==> src/rtl/buffer_sequencer.sv <==
// rtl/buffer_sequencer.sv - one load/drain pass sequencer for the N_BUF-bank activation buffer
module buffer_sequencer #(
    parameter int N_BUF       = 8,
    parameter int ADDR_RAM    = 10,
    parameter int WID_PE_BITS = 16
) (
    input  logic                        clk,
    input  logic                        rst,
    input  logic                        start,
    input  logic [ADDR_RAM:0]           cfg_len,
    input  logic [$clog2(N_BUF):0]      cfg_banks,
    input  logic                        in_valid,
    output logic                        in_ready,
    input  logic [WID_PE_BITS-1:0]      in_data,
    input  logic                        drain_ready,
    output logic                        out_valid,
    output logic                        busy,
    output logic                        done,
    output logic                        mode,
    output logic [N_BUF-1:0]            m0_w_en,
    output logic [ADDR_RAM-1:0]         m0_w_addr,
    output logic [WID_PE_BITS-1:0]      m0_w_data,
    output logic [N_BUF-1:0]            m1_r_en,
    output logic [N_BUF*ADDR_RAM-1:0]   m1_r_addr
);

    localparam int BW = $clog2(N_BUF) + 1;

    typedef enum logic [2:0] {
        S_IDLE,
        S_LOAD,
        S_SWITCH,
        S_DRAIN,
        S_FLUSH,
        S_DONE
    } state_t;

    state_t              state, state_next;
    logic [ADDR_RAM:0]   len_q;
    logic [BW-1:0]       banks_q;
    logic [BW-1:0]       bank;
    logic [ADDR_RAM-1:0] addr;
    logic [ADDR_RAM-1:0] rd_addr;
    logic [ADDR_RAM-1:0] last_addr;
    logic                last_bank;
    logic [BW-1:0]       banks_clamped;
    logic [N_BUF-1:0]    bank_mask;
    logic                wr;
    logic                rd;

    // len is at least 1 whenever the counters run, so len-1 always fits ADDR_RAM bits
    assign last_addr = ADDR_RAM'(len_q - 1'b1);
    assign last_bank = (bank == banks_q - 1'b1);

    assign busy      = (state != S_IDLE);
    assign m0_w_addr = addr;
    assign m0_w_data = in_data;
    assign m1_r_addr = {N_BUF{rd_addr}};

    always_comb begin
        banks_clamped = cfg_banks;
        if (cfg_banks == '0 || cfg_banks > BW'(N_BUF)) begin
            banks_clamped = BW'(N_BUF);
        end
    end

    always_comb begin
        bank_mask = '0;
        for (int i = 0; i < N_BUF; i++) begin
            bank_mask[i] = (i < int'(banks_q));
        end
    end

    always_comb begin
        state_next = state;
        in_ready   = 1'b0;
        m0_w_en    = '0;
        m1_r_en    = '0;
        mode       = 1'b0;
        done       = 1'b0;
        wr         = 1'b0;
        rd         = 1'b0;
        case (state)
            S_IDLE: begin
                if (start) begin
                    state_next = (cfg_len == '0) ? S_DONE : S_LOAD;
                end
            end
            S_LOAD: begin
                in_ready = !rst;
                wr       = in_valid && !rst;
                if (wr) begin
                    m0_w_en = N_BUF'(1) << bank;
                    if (addr == last_addr && last_bank) begin
                        state_next = S_SWITCH;
                    end
                end
            end
            S_SWITCH: begin
                mode       = 1'b1;
                state_next = S_DRAIN;
            end
            S_DRAIN: begin
                mode = 1'b1;
                rd   = drain_ready && !rst;
                if (rd) begin
                    m1_r_en = bank_mask;
                    if (rd_addr == last_addr) begin
                        state_next = S_FLUSH;
                    end
                end
            end
            S_FLUSH: begin
                // lets the final read's data reach the bus before signalling done
                mode       = 1'b1;
                state_next = S_DONE;
            end
            S_DONE: begin
                done       = 1'b1;
                state_next = S_IDLE;
            end
            default: state_next = S_IDLE;
        endcase
    end

    always_ff @(posedge clk) begin
        if (rst) begin
            state     <= S_IDLE;
            len_q     <= '0;
            banks_q   <= '0;
            bank      <= '0;
            addr      <= '0;
            rd_addr   <= '0;
            out_valid <= 1'b0;
        end else begin
            state     <= state_next;
            out_valid <= |m1_r_en;
            if (state == S_IDLE && start) begin
                len_q   <= cfg_len;
                banks_q <= banks_clamped;
                bank    <= '0;
                addr    <= '0;
            end
            if (wr) begin
                if (addr == last_addr) begin
                    addr <= '0;
                    bank <= last_bank ? '0 : bank + 1'b1;
                end else begin
                    addr <= addr + 1'b1;
                end
            end
            if (state == S_SWITCH) begin
                rd_addr <= '0;
            end
            if (rd) begin
                rd_addr <= (rd_addr == last_addr) ? '0 : rd_addr + 1'b1;
            end
        end
    end

endmodule

==> config.mk <==
export PLATFORM = sky130hd
export DESIGN_NAME = buffer_sequencer
export DESIGN_NICKNAME = d
export VERILOG_FILES = /design/src/rtl/buffer_sequencer.sv
export SDC_FILE = /design/constraint.sdc
export NUM_CORES = 1
export LEC_CHECK = 0
export CORE_UTILIZATION = 42
export DETAILED_ROUTE_END_ITERATION = 16
export PLACE_DENSITY = 0.83
export RECOVER_POWER = 50
export SLEW_MARGIN = 25
export SYNTH_ARGS = -nofsm -noshare
export SYNTH_HDL_FRONTEND = slang
export SYNTH_SLANG_ARGS = --single-unit
export TNS_END_PERCENT = 5
==> constraint.sdc <==
create_clock -name clk -period 2.95 [get_ports clk]
set_input_delay 0.885 -clock clk [delete_from_list [all_inputs] [get_ports clk]]
set_output_delay 0.885 -clock clk [all_outputs]
set_load 0.05 [all_outputs]
# Yosys cells after proc, flatten, opt, wreduce, memory -nomap -nowiden
# Index checks and enable logic that the tools add are counted.
[classes] addsub=5 magnitude_cmp=9 eq_ne=13 shift=1 muxes=27 reduce_logical=15
[ops] cell="2-to-1 mux 10 bit" count=6
[ops] cell="2-to-1 mux 8 bit" count=4
[ops] cell="adder 10 x 1 -> 10 bit, second input constant" count=2
[ops] cell="== test 10 bit" count=2
[ops] cell="2-to-1 mux 4 bit" count=5
[ops] cell="2-to-1 mux 3 bit" count=6
[ops] cell="less-than comparator 3 x 4 -> 1 bit, first input constant" count=4
[ops] cell="one-hot mux 3 bit (5 select lines)" count=1
[ops] cell="logical NOT 11 bit" count=1
[ops] cell="!= test 2 bit, second input constant" count=5
[ops] cell="subtractor 10 x 1 -> 10 bit, second input constant" count=1
[ops] cell="less-than comparator 1 x 4 -> 1 bit, first input constant" count=2
[ops] cell="less-than comparator 2 x 4 -> 1 bit, first input constant" count=2
[ops] cell="OR reduction 8 bit" count=1
[ops] cell="<< shifter 1 x 4 -> 8 bit, first input constant" count=1
[ops] cell="== test 3 x 2 -> 1 bit, second input constant" count=2
[ops] cell="== test 3 bit, second input constant" count=2
[ops] cell="2-to-1 mux 1 bit" count=5
[ops] cell="AND reduction 5 bit" count=1
[ops] cell="adder 4 x 1 -> 4 bit, second input constant" count=1
[ops] cell="== test 4 bit" count=1
[ops] cell="greater-than comparator 4 bit, second input constant" count=1
[ops] cell="logical AND 1 bit" count=4
[ops] cell="logical NOT 4 bit" count=1
[ops] cell="other kinds (8)" count=9
[totals] reg_bits=42 input_bits=36 output_inout_bits=127 wordCells=77

# Logic depth before layout (Yosys ltp)
[logic_depth] word_depth=6 ltp_mapped=12 mapped_depth_nobuf=9

# Worst setup path after synthesis
# No wires, ideal clock.
[synth_path] kind="in2out" startpoint="input rst" endpoint="output m1_r_en[1]" arrival_time_ps=2598 required_ps=2065 setup_slack_ps=-533 path_stages=4 path_cell_list="clkbuf_1 > nor2b_1 > nand3_1 > o31ai_1"
[synth_via] elab_chain_cells=4
[synth_lines] item="start: declaration" line="8" text="input logic rst,"
[synth_lines] item="logical NOT 1 bit" line="105" text="rd = drain_ready && !rst;"
[synth_lines] item="logical AND 1 bit" line="105"
[synth_lines] item="2-to-1 mux 8 bit" line="106" text="if (rd) begin"
[synth_lines] item="2-to-1 mux 8 bit" line="83" text="case (state)"
[synth_lines] item="end: declaration" line="23" text="output logic [N_BUF-1:0] m1_r_en,"
# Every way passes these cells.

# Final worst setup path
[layout_path] startpoint="input rst" endpoint="output m0_w_en[4]"
[layout_via] elab_chain_cells=4
[layout_lines] item="logical NOT 1 bit" line="91" text="wr = in_valid && !rst;"
[layout_lines] item="logical AND 1 bit" line="91"
[layout_lines] item="2-to-1 mux 8 bit" line="92" text="if (wr) begin"
[layout_lines] item="2-to-1 mux 8 bit" line="83"
[layout_lines] item="end: declaration" line="20" text="output logic [N_BUF-1:0] m0_w_en,"
# Every way passes these cells.

==> results_dict.tcl <==
set metrics [dict create \
    synth_edf_count 0 \
    num_io_pins 163 \
    ys_top_cells_by_count "86 x buf_4, 42 x dfxtp_1, 41 x nand2_1, 28 x a21oi_1, 25 x nor2_1" \
    fmax_ghz 0.356 \
    start_util_pct 43.4 \
    ys.flop_type "dfxtp_1" \
    final_hold_viol_count 0 \
    ant_nets 0 \
    gp_congestion 0.890 \
    cts_hold_buf 0 \
    crit_slowest_cell "and3_4" \
    cp-start-kind "input port" \
    critPathMaxStageDelay_ns 0.22 \
    endpoint_kind "primary output" \
    comb_power_share_pct 19.9 \
    place_inst 601 \
    h-tree-depth 2 \
    synthAdderAreaFrac_pct 4.21 \
    drv_slew 0 \
    synth_seq_area_share_pct 23.6 \
    power_frac_seq_pct 45.7 \
    holdWs_ns 0.514 \
    synth.most_common_cell "buf_4" \
    synth.area.mux_share_pct 0.912 \
    root_buffer "clkbuf_8" \
    drive_above_1_share_pct 16.8 \
    synthXorXnorAreaFrac_pct 10.4 \
    synthTopCellsByArea "dfxtp_1 24%, buf_4 18%, xnor2_1 4.7%" \
    synth-compound-area-share_pct 15.0 \
    arrival_ns 1.92 \
    grt.overflow.total 0 \
    critical_path_class "in -> out" \
    path_cells "clkbuf_2, nor2b_2, buf_6, nand3_4, nor2_4, and3_4, buf_12" \
    p_leak_nw 1.92 \
    setup_viol 0 \
    ff2ff_path_depth 11 \
    cts_num_sinks 42 \
    num_vias 3245 \
    worstPathRequired_ns 2.07 \
    dieWidth_um 94.2 \
    clock_latency_ns 0.30 \
    fill_cells 696 \
    r2r-end "bank[1]$_SDFF_PP0_" \
    die_h_um 94.2 \
    yosysUniqueCellTypes 64 \
    crit_path_start "rst" \
    cts_inserted_buffers 5 \
    synth_seq_cells 42 \
    fin_crit_ns 2.81 \
    async_reset_ff_share_pct 0 \
    post-route-cell-area_mm2 0.00482 \
    p_int_mw 0.962 \
    syn_area_mm2 0.00357 \
    cap_violations 0 \
    rows 33 \
    area_delta_synth_final_pct 35.1 \
    hpwl_um 6740 \
    grt_max_degree 25 \
    grt_pass1_vias 3034 \
    ys.warnings.count 0 \
    clkTransAtPathRegs_ns 0.09 \
    first_pass_iters 4 \
    core_area_mm2 0.00822 \
    worstMarginPinSlew_ns 0.651 \
    syn_nets 499 \
    critPathMaxFanout 5 \
    grt_usage_pct 20.3 \
    synth_top_area_cell "dfxtp_1" \
    synth_top_area_share_pct 23.6 \
    switching_power_mw 0.372 \
    crit_path_end "m0_w_en[4]" \
    first_iter_violations 125 \
    die-area_mm2 0.00887 \
    syn_avg_cell_area_um2 7.91 \
    hp-class "reg -> reg" \
    skew_ns 0.0113 \
    antenna_found_initial 0 \
    diodes 0 \
    period_share_pct 95.2 \
    synth_top_family_by_area "buffers and inverters" \
    place_area_mm2 0.00460 \
    seqCellArea_um2 841 \
    layout.cells.non_filler 612 \
    swShare_pct 27.9 \
    clockBufferDepth 2 \
    power_density_mw_per_mm2 277 \
    status "finished, final reports clean" \
    nNetsFinal 554 \
    portBuffers 130 \
    syn_inst 451 \
    rsz0062_at_grt "no" \
    r2r-start "len_q[0]$_SDFFE_PP0P_" \
    multiInputGateArea_mm2 0.00203 \
    synth-simple-area-share_pct 22.9 \
    cts_tree "yes" \
    regToRegSetupSlack_ns 0.24 \
    irDropWorstVdd_v 0.000162 \
    drt_wl_total_um 8780 \
    grt_pass1_wl_um 14300 \
    slew-limit-headroom_pct 56.6 \
    routedWlPerCell_um 14.3 \
    route.detailed.drc 0 \
    vias_per_cell 5.30 \
    pwr-share-clk_pct 34.3 \
]
==> cell families after synthesis <==
kind of cell,Yosys count
AO/OA/AOI/OAI,78
multiplexers,3
adder cells (fa/ha/maj),12
XOR/XNOR,39
flip-flops,42
buffers and inverters,123
AND/OR/NAND/NOR,154
==> metrics by stage <==
step / util, % / worst slack (ns) / TNS, ns / power [mW]
6_report: 58.7 / 0.142 / 0 / 1.33
5_1_grt: 58.7 / 0.0522 / 0 / 1.39
4_1_cts: 58.9 / 0.0130 / 0 / 1.34
2_1_floorplan: - / -0.200 / -1.65 / 0.855
3_3_place_gp: 56.0 / -0.317 / -4.65 / 0.872
3_5_place_dp: 56.0 / -0.429 / -6.04 / 0.880
==> critical path, delay by kind of cell <==
kind | cells | cell delay [ns]
buffers and inverters | 3 | 0.37
and+or+nand+nor | 4 | 0.66
==> cells in the final DEF, fill, tap and decap left out, types with 3 or more instances in the layout <==
| cell | instances |
|---|---|
| dlygate4sd3_1 | 39 |
| and2_4 | 3 |
| and3_1 | 9 |
| nor3b_1 | 3 |
| or3_1 | 11 |
| nor4_1 | 4 |
| o2111ai_1 | 3 |
| buf_4 | 23 |
| buf_12 | 17 |
| inv_1 | 13 |
| xor2_1 | 18 |
| nand4_1 | 5 |
| a21oi_2 | 3 |
| xnor2_1 | 19 |
| nor3_1 | 6 |
| nand3_1 | 16 |
| clkdlybuf4s50_1 | 70 |
| o211ai_1 | 3 |
| nand2b_1 | 4 |
| clkbuf_1 | 4 |
| nand3b_1 | 5 |
| dfxtp_1 | 42 |
| a41oi_1 | 4 |
| ha_1 | 12 |
| a21oi_1 | 26 |
| and3_4 | 4 |
| nand2_1 | 40 |
| nor2_1 | 24 |
| clkbuf_8 | 5 |
| o21ai_0 | 7 |
| a22o_1 | 4 |
==> cell type report <==
class	instances	share of cell area, %
Inverter	15	1.25
Timing Repair Buffer	156	34.2
Tap cell	105	2.72
Clock buffer	6	1.50
Sequential cell	42	17.4
Clock inverter	2	0.778
Multi-Input combinational cell	286	42.1
==> flip-flops by register name (all words and copies together) (netlist names) <==
signal / flops
bank: 4
banks_q: 4
len_q: 10
m0_w_addr: 10
out_valid: 1
rd_addr: 10
state: 3
==> how the worst min path moves through the flow <==
stage	slack, ns	depth (start not counted)	start	to
after CTS	0.51	2	len_q[9]$_SDFFE_PP0P_	len_q[9]$_SDFFE_PP0P_
final	0.51	2	len_q[9]$_SDFFE_PP0P_	len_q[9]$_SDFFE_PP0P_
after detailed placement	0.50	2	len_q[9]$_SDFFE_PP0P_	len_q[9]$_SDFFE_PP0P_
after floorplan	0.46	2	banks_q[1]$_SDFFE_PP0P_	banks_q[1]$_SDFFE_PP0P_
after global placement	0.49	2	banks_q[1]$_SDFFE_PP0P_	banks_q[1]$_SDFFE_PP0P_
after global routing	0.55	2	banks_q[1]$_SDFFE_PP0P_	banks_q[1]$_SDFFE_PP0P_
==> power by group through the flow <==
stage               Sequential (mW)  Combinational [mW]  Clock (mW)
floorplan                     0.603               0.253           0
global placement              0.621               0.251           0
detailed placement            0.621               0.258           0
CTS                           0.610               0.266       0.465
global route                  0.613               0.290       0.490
finish                        0.610               0.266       0.458
==> repair_timing <==
action / in CTS / in global routing
resized for setup: 27 / 1
pin swaps: 3 / 3
setup buffers: 3 / 0
setup endpoints to repair: 16 / 8
==> layer usage <==
layer  up-vias  share of wire (%)  GRT usage [%]
li1       1576                  -              -
met1      1518                 39           23.2
met2       139                 51           37.2
met3        12                8.0           4.61
met4         0                1.5           5.64
met5         -                  0              0
No activity file was read; power rests on OpenSTA's default activity.
